[config.mk]
export PLATFORM = sky130hd
export DESIGN_NAME = prog_mem_loader
export DESIGN_NICKNAME = d
export VERILOG_FILES = /design/src/rtl/prog_mem_loader.sv
export SDC_FILE = /design/constraint.sdc
export NUM_CORES = 1
export LEC_CHECK = 0
export BUFFER_PORTS_ARGS = -buffer_cell sky130_fd_sc_hd__buf_4
export CORE_MARGIN = 2
export CORE_UTILIZATION = 45
export CTS_BUF_LIST = sky130_fd_sc_hd__clkbuf_4 sky130_fd_sc_hd__clkbuf_8
export DETAILED_ROUTE_END_ITERATION = 8
export PLACE_DENSITY = 0.75
export SETUP_SLACK_MARGIN = 0.02
export SLEW_MARGIN = 20
export SYNTH_ARGS = -nofsm -noshare
export SYNTH_HDL_FRONTEND = slang
export SYNTH_SLANG_ARGS = --single-unit
[constraint.sdc]
create_clock -name clk -period 2.7 [get_ports clk]
set_clock_uncertainty 0.1 [all_clocks]
set_input_delay 0.54 -clock clk [delete_from_list [all_inputs] [get_ports clk]]
set_output_delay 0.54 -clock clk [all_outputs]
set_load 0.005 [all_outputs]
[src/rtl/prog_mem_loader.sv]
// rtl/prog_mem_loader.sv - framed, checksummed byte-stream loader for the MCU program memory
// Define LOADER_VERIFY_EN to add a read-back compare cycle after every word write.
module prog_mem_loader #(
  parameter int         ADDR_W      = 8,
  parameter int         DATA_W      = 17,
  parameter logic [7:0] SYNC_BYTE   = 8'hA5,
  parameter int         TIMEOUT_CYC = 50000
) (
  input  logic              clk,
  input  logic              reset,
  input  logic [7:0]        in_data,
  input  logic              in_valid,
  output logic              in_ready,
  output logic              pm_we,
  output logic [ADDR_W-1:0] pm_addr,
  output logic [DATA_W-1:0] pm_wdata,
  input  logic [DATA_W-1:0] pm_rdata,
  output logic              cpu_rst_n,
  output logic              done,
  output logic              error
);

  typedef enum logic [3:0] {
    S_IDLE, S_COUNT, S_HI, S_MID, S_LO, S_WR, S_VFY, S_CSUM, S_DONE, S_ERR
  } state_t;

  state_t      state, state_next;
  logic [7:0]  n_q;
  logic [7:0]  sum;
  logic [7:0]  mid_q;
  logic        hi_q;
  logic [8:0]  words;
  logic [31:0] tmo_cnt;
  logic        xfer, is_sync, wait_state, last_word, tmo_fire, commit;

  assign in_ready   = (state != S_WR) && (state != S_VFY);
  assign xfer       = in_valid && in_ready;
  assign is_sync    = xfer && (in_data == SYNC_BYTE);
  assign pm_we      = (state == S_WR);
  assign done       = (state == S_DONE);
  assign error      = (state == S_ERR);
  assign cpu_rst_n  = (state == S_DONE);
  assign wait_state = state inside {S_COUNT, S_HI, S_MID, S_LO, S_CSUM};
  // N == 0 encodes a full 256-word image, hence the 9-bit target.
  assign last_word  = (words + 9'd1) == {(n_q == 8'd0), n_q};
  assign tmo_fire   = (TIMEOUT_CYC != 0) && wait_state && !xfer &&
                      (tmo_cnt == 32'(TIMEOUT_CYC - 1));

`ifdef LOADER_VERIFY_EN
  assign commit = (state == S_VFY);
`else
  assign commit = (state == S_WR);
  logic rdata_unused;
  assign rdata_unused = ^pm_rdata;
`endif

  always_comb begin
    state_next = state;
    case (state)
      S_IDLE, S_DONE, S_ERR: if (is_sync) state_next = S_COUNT;
      S_COUNT: if (xfer) state_next = S_HI;
      S_HI:    if (xfer) state_next = (in_data[7:1] != 7'd0) ? S_ERR : S_MID;
      S_MID:   if (xfer) state_next = S_LO;
      S_LO:    if (xfer) state_next = S_WR;
`ifdef LOADER_VERIFY_EN
      S_WR:    state_next = S_VFY;
      S_VFY:   state_next = (pm_rdata != pm_wdata) ? S_ERR : (last_word ? S_CSUM : S_HI);
`else
      S_WR:    state_next = last_word ? S_CSUM : S_HI;
`endif
      S_CSUM:  if (xfer) state_next = (8'(sum + in_data) == 8'd0) ? S_DONE : S_ERR;
      default: state_next = S_IDLE;
    endcase
    if (tmo_fire) state_next = S_ERR;
  end

  always_ff @(posedge clk or negedge reset) begin
    if (!reset) state <= S_IDLE;
    else        state <= state_next;
  end

  always_ff @(posedge clk or negedge reset) begin
    if (!reset) begin
      n_q      <= '0;
      sum      <= '0;
      mid_q    <= '0;
      hi_q     <= 1'b0;
      words    <= '0;
      tmo_cnt  <= '0;
      pm_addr  <= '0;
      pm_wdata <= '0;
    end else begin
      if (wait_state && !xfer) tmo_cnt <= tmo_cnt + 32'd1;
      else                     tmo_cnt <= '0;
      if (commit) begin
        pm_addr <= pm_addr + ADDR_W'(1);
        words   <= words + 9'd1;
      end
      if (xfer) begin
        case (state)
          S_IDLE, S_DONE, S_ERR: begin
            if (in_data == SYNC_BYTE) begin
              sum     <= '0;
              pm_addr <= '0;
              words   <= '0;
            end
          end
          S_COUNT: begin
            n_q <= in_data;
            sum <= sum + in_data;
          end
          S_HI: begin
            hi_q <= in_data[0];
            sum  <= sum + in_data;
          end
          S_MID: begin
            mid_q <= in_data;
            sum   <= sum + in_data;
          end
          S_LO: begin
            pm_wdata <= DATA_W'({hi_q, mid_q, in_data});
            sum      <= sum + in_data;
          end
          default: ;
        endcase
      end
    end
  end

endmodule

==> summary by stage <==
Detailed routing
For this block, the initial DRC count from the detailed router was 263. After detailed routing, the average wire length per cell comes to between 15 and 20 um. In this run the remaining antenna-violating nets after routing total 0. Wires add up to roughly 10 mm. The total via count after detailed routing is about 3,600. The average via count per standard cell is about 5.5.

After detailed routing, the number of remaining DRC violations is 0. The length of the first detailed-routing pass in iterations is 4.

Outcome
The run finished with clean final reports.

Min path
The min-delay analysis places its worst path in the category input pin to async pin.

Worst setup path
The kind of launch point of the worst setup path is a register. The number of cell instances on the worst register-to-register path is 7. Along the worst path, the maximum fanout reaches 2. The class of the most critical setup path is register to register.

On the worst path, the slowest cell contributes a delay of between 0.4 and 0.5 ns. Walking the worst path, the cells encountered are ha_1 > fa_1 > xor2_1 > or3_1 > nor4_1 > a31oi_1 > o32a_1. The data required time at the worst endpoint is 2.88 ns. The worst endpoint data arrival time is approximately 2.7 ns. The type of destination of the critical path is a register.

The slowest stage of the critical path belongs to the cell fa_1.

Logic synthesis
The netlist uses 62 different library cells. During synthesis, Yosys emitted a total of 0 warnings. The post-synthesis instance total is between 400 and 500. Of the synthesized area, sequential elements account for between 40% and 50%. The number of enable flip-flop cells after synthesis is 0. By count the netlist is led by dfrtp_1, nor2_1, mux2_2. The most numerous cell in the Yosys netlist is dfrtp_1. The area share of the leading cell type in the synthesized netlist is around 48%. Ranked by total cell area, the synthesized netlist is headed by dfrtp_1, mux2_2, nor2_1. The net count after synthesis is between 500 and 600.

The average cell area after synthesis is about 11 um^2. The largest total area in the synthesized netlist belongs to dfrtp_1. The synthesis-stage register bit count is 95. The post-synthesis instance area is 0.004942 mm^2. After synthesis, the share of flip-flops with an asynchronous set or reset is 100.0%. The most frequently used flop master after synthesis is dfrtp_1.

Clock network
The buffer depth of the longest clock path is 2. Gates resized during post-CTS repair numbered 0. Buffers inserted to repair hold after CTS numbered 0. Counting the buffers created by CTS gives 9. The number of clock sinks is 95. The root buffer cell is clkbuf_8. The later pin in the worst-skew pair is clocked with a latency of between 0.3 and 0.4 ns.

Once the clock tree was built, the setup fixing pass inserted 0 buffers. Clock-pin slew was measured on the worst setup and hold paths at about 0.11 ns. The CTS tree is built. The depth of the CTS H-tree is 3.

STA
The least setup slack across all paths after layout is between 0.15 and 0.2 ns. Setup repair after global routing left no endpoint under its margin. The transition time at the pin with the least slew margin is 0.5002 ns. Timing would allow up to around 400 MHz.

The worst relative slew slack is about two thirds. Setup total negative slack on the finished layout was measured at 0 ns. The hold slack is between 0.07 and 0.08 ns. The time the final worst path needs with I/O delays and setup is between 2 and 3 ns. The final-report max-slew violation count is 0.

The number of hold violations in the final report is 0. The final cycle utilization of the critical path is approximately 94%. The count of final setup violators is 0.

Flow run
The tool flagged a number of max-cap violations equal to 0.

Power
The switching part of the total power is 37.60%. The total power density per cell area is between 900 and 1000 mW/mm^2. In this run, the combinational gates consume roughly 40% of the power. For this design the static power due to leakage is around 2.5 nW. Sequential cells burn between 40% and 50% of the power. The worst-case vdd ir drop is ~0.00043 V. The internal power contribution is roughly 3.3 mW. Summing internal, switching and leakage power gives between 5 and 6 mW.

The relative contribution of the clock network to total power is between 15 and 20%. The switching power of the nets is between 2 and 2.5 mW.

GRT
The number of antenna violations at the first check in global routing is 0. The via count of the first global-routing pass is 3,505. The total overflow left after global routing is 0. Global routing used 18.47% of the available tracks across all layers. Entering global routing, the biggest net connects 96 pins. The first global-routing pass estimated between 15 and 20 mm of wire.

Die
The die is about 110 um wide. The starting density of the core is 45.79%. The area of the die is ~0.012 mm^2. The core region is between 0.01 and 0.015 mm^2. Row generation in the floorplan step produced 38 rows. The die outline height is roughly 110 um. The total I/O pin count is 58.

Placement
Before CTS, the worst setup slack after placement is -0.1472 ns. The final weighted congestion in routability-driven placement is approximately 0.90. Counting tap cells, the placed design contains a total of between 600 and 700 instances. In this run the cell area measured after placement is 0.005445 mm^2. The HPWL after detailed placement is ~7.0 mm.

The number of buffers inserted by port buffering is 40.

Final layout
Of the cells placed in the final design, the portion with a size suffix greater than 1 is between 20% and 30%. Fill cells in the final layout number 914. The area added between synthesis and finish is 14.18%.

0 antenna diodes ended up in the layout. Measured on the finished design, the core utilization comes to 52.28%. The filler-free cell count of the finished design is between 600 and 700. The post-route standard cell area excluding fillers is between 0.005 and 0.006 mm^2. In the final design database the tool counted roughly 550 nets.
## power groups by stage
stage | clock network, mW | registers (mW) | logic, mW
after floorplan | 0 | 2.16 | 1.54
after global placement | 0 | 2.27 | 2.06
after detailed placement | 0 | 2.30 | 2.15
after CTS | 0.974 | 2.27 | 2.16
after global routing | 1.05 | 2.33 | 2.39
final | 0.952 | 2.27 | 2.15
## placed cells by master, fill, tap and decap left out, types with 2 or more instances in the layout
cell type,netlist,routed
a21oi_1,9,9
a22o_1,6,6
a2bb2oi_1,2,2
a31oi_1,2,2
and2_1,3,3
and3_1,12,12
buf_4,4,53
clkbuf_8,0,9
clkinv_4,0,2
dfrtp_1,95,95
ha_1,10,10
inv_1,9,9
inv_6,0,2
inv_8,0,2
mux2_2,34,34
mux2i_1,2,2
nand2_1,24,24
nand2b_1,2,2
nand3_1,19,19
nand3_2,2,2
nand4_1,14,14
nand4_2,2,2
nor2_1,76,76
nor2b_1,3,3
nor3_1,3,3
nor4_1,9,9
o211ai_1,2,2
o21ai_0,9,9
o22ai_1,2,2
or3_1,2,2
or4_1,2,2
xnor2_1,31,31
xor2_1,31,31
## flip-flops by register name, summed over array words and instances (netlist names)
name,count
pm_wdata,17
mid_q,8
state,4
tmo_cnt,32
n_q,8
hi_q,1
sum,8
pm_addr,8
words,9
## worst max-delay path: cells and delay by family (launching register included)
family,cells,cell delay [ns]
AOI/OAI and AO/OA,2,0.48
xor gates and xnor gates,1,0.19
adders and majority gates,2,0.62
DFF,1,0.40
and+or+nand+nor,2,0.66
## routing by layer
layer	routed length, um	global-route usage [%]	up-vias
met3	414	4.244	23
met4	233	8.059	0
met2	4774	29.82	82
met5	0	0	-
met1	4581	23.83	1808
li1	-	-	1731
## final timing paths
kind / end / from / slack (ns)
worst min register to register: tmo_cnt[0] / tmo_cnt[0] / 0.40
worst max-delay path: state[0] / sum[0] / 0.15
worst max register to register: state[0] / sum[0] / 0.15
min in group clk: mid_q[5] / in_data[5] / 0.38
worst min-delay path: mid_q[6] / reset / 0.08
max in group asynchronous: tmo_cnt[15] / reset / 2.02
## cells by family (layout without fill, tap and decap cells)
| logic type | count (synthesis) | in the layout | share of synthesized area [%] |
|---|---|---|---|
| xor+xnor | 63 | 63 | 11.47 |
| mux | 36 | 36 | 8.152 |
| flops | 95 | 95 | 48.10 |
| simple gates | 183 | 183 | 19.04 |
| buf+inv | 28 | 80 | 2.582 |
| compound gates | 50 | 50 | 7.722 |
| fa+ha+maj | 11 | 11 | 2.937 |
## area by class of cell
type / instances / area (um^2) / share of cell area [%]
multi-input combinational: 343 / 2437 / 43.19
clock inverter: 7 / 73.82 / 1.308
inverter: 10 / 37.54 / 0.6652
tap: 140 / 175.2 / 3.104
sequential: 95 / 2377 / 42.13
timing repair buffer: 54 / 417.9 / 7.406
clock buffer: 9 / 123.9 / 2.195
No activity file was read; power rests on OpenSTA's default activity.
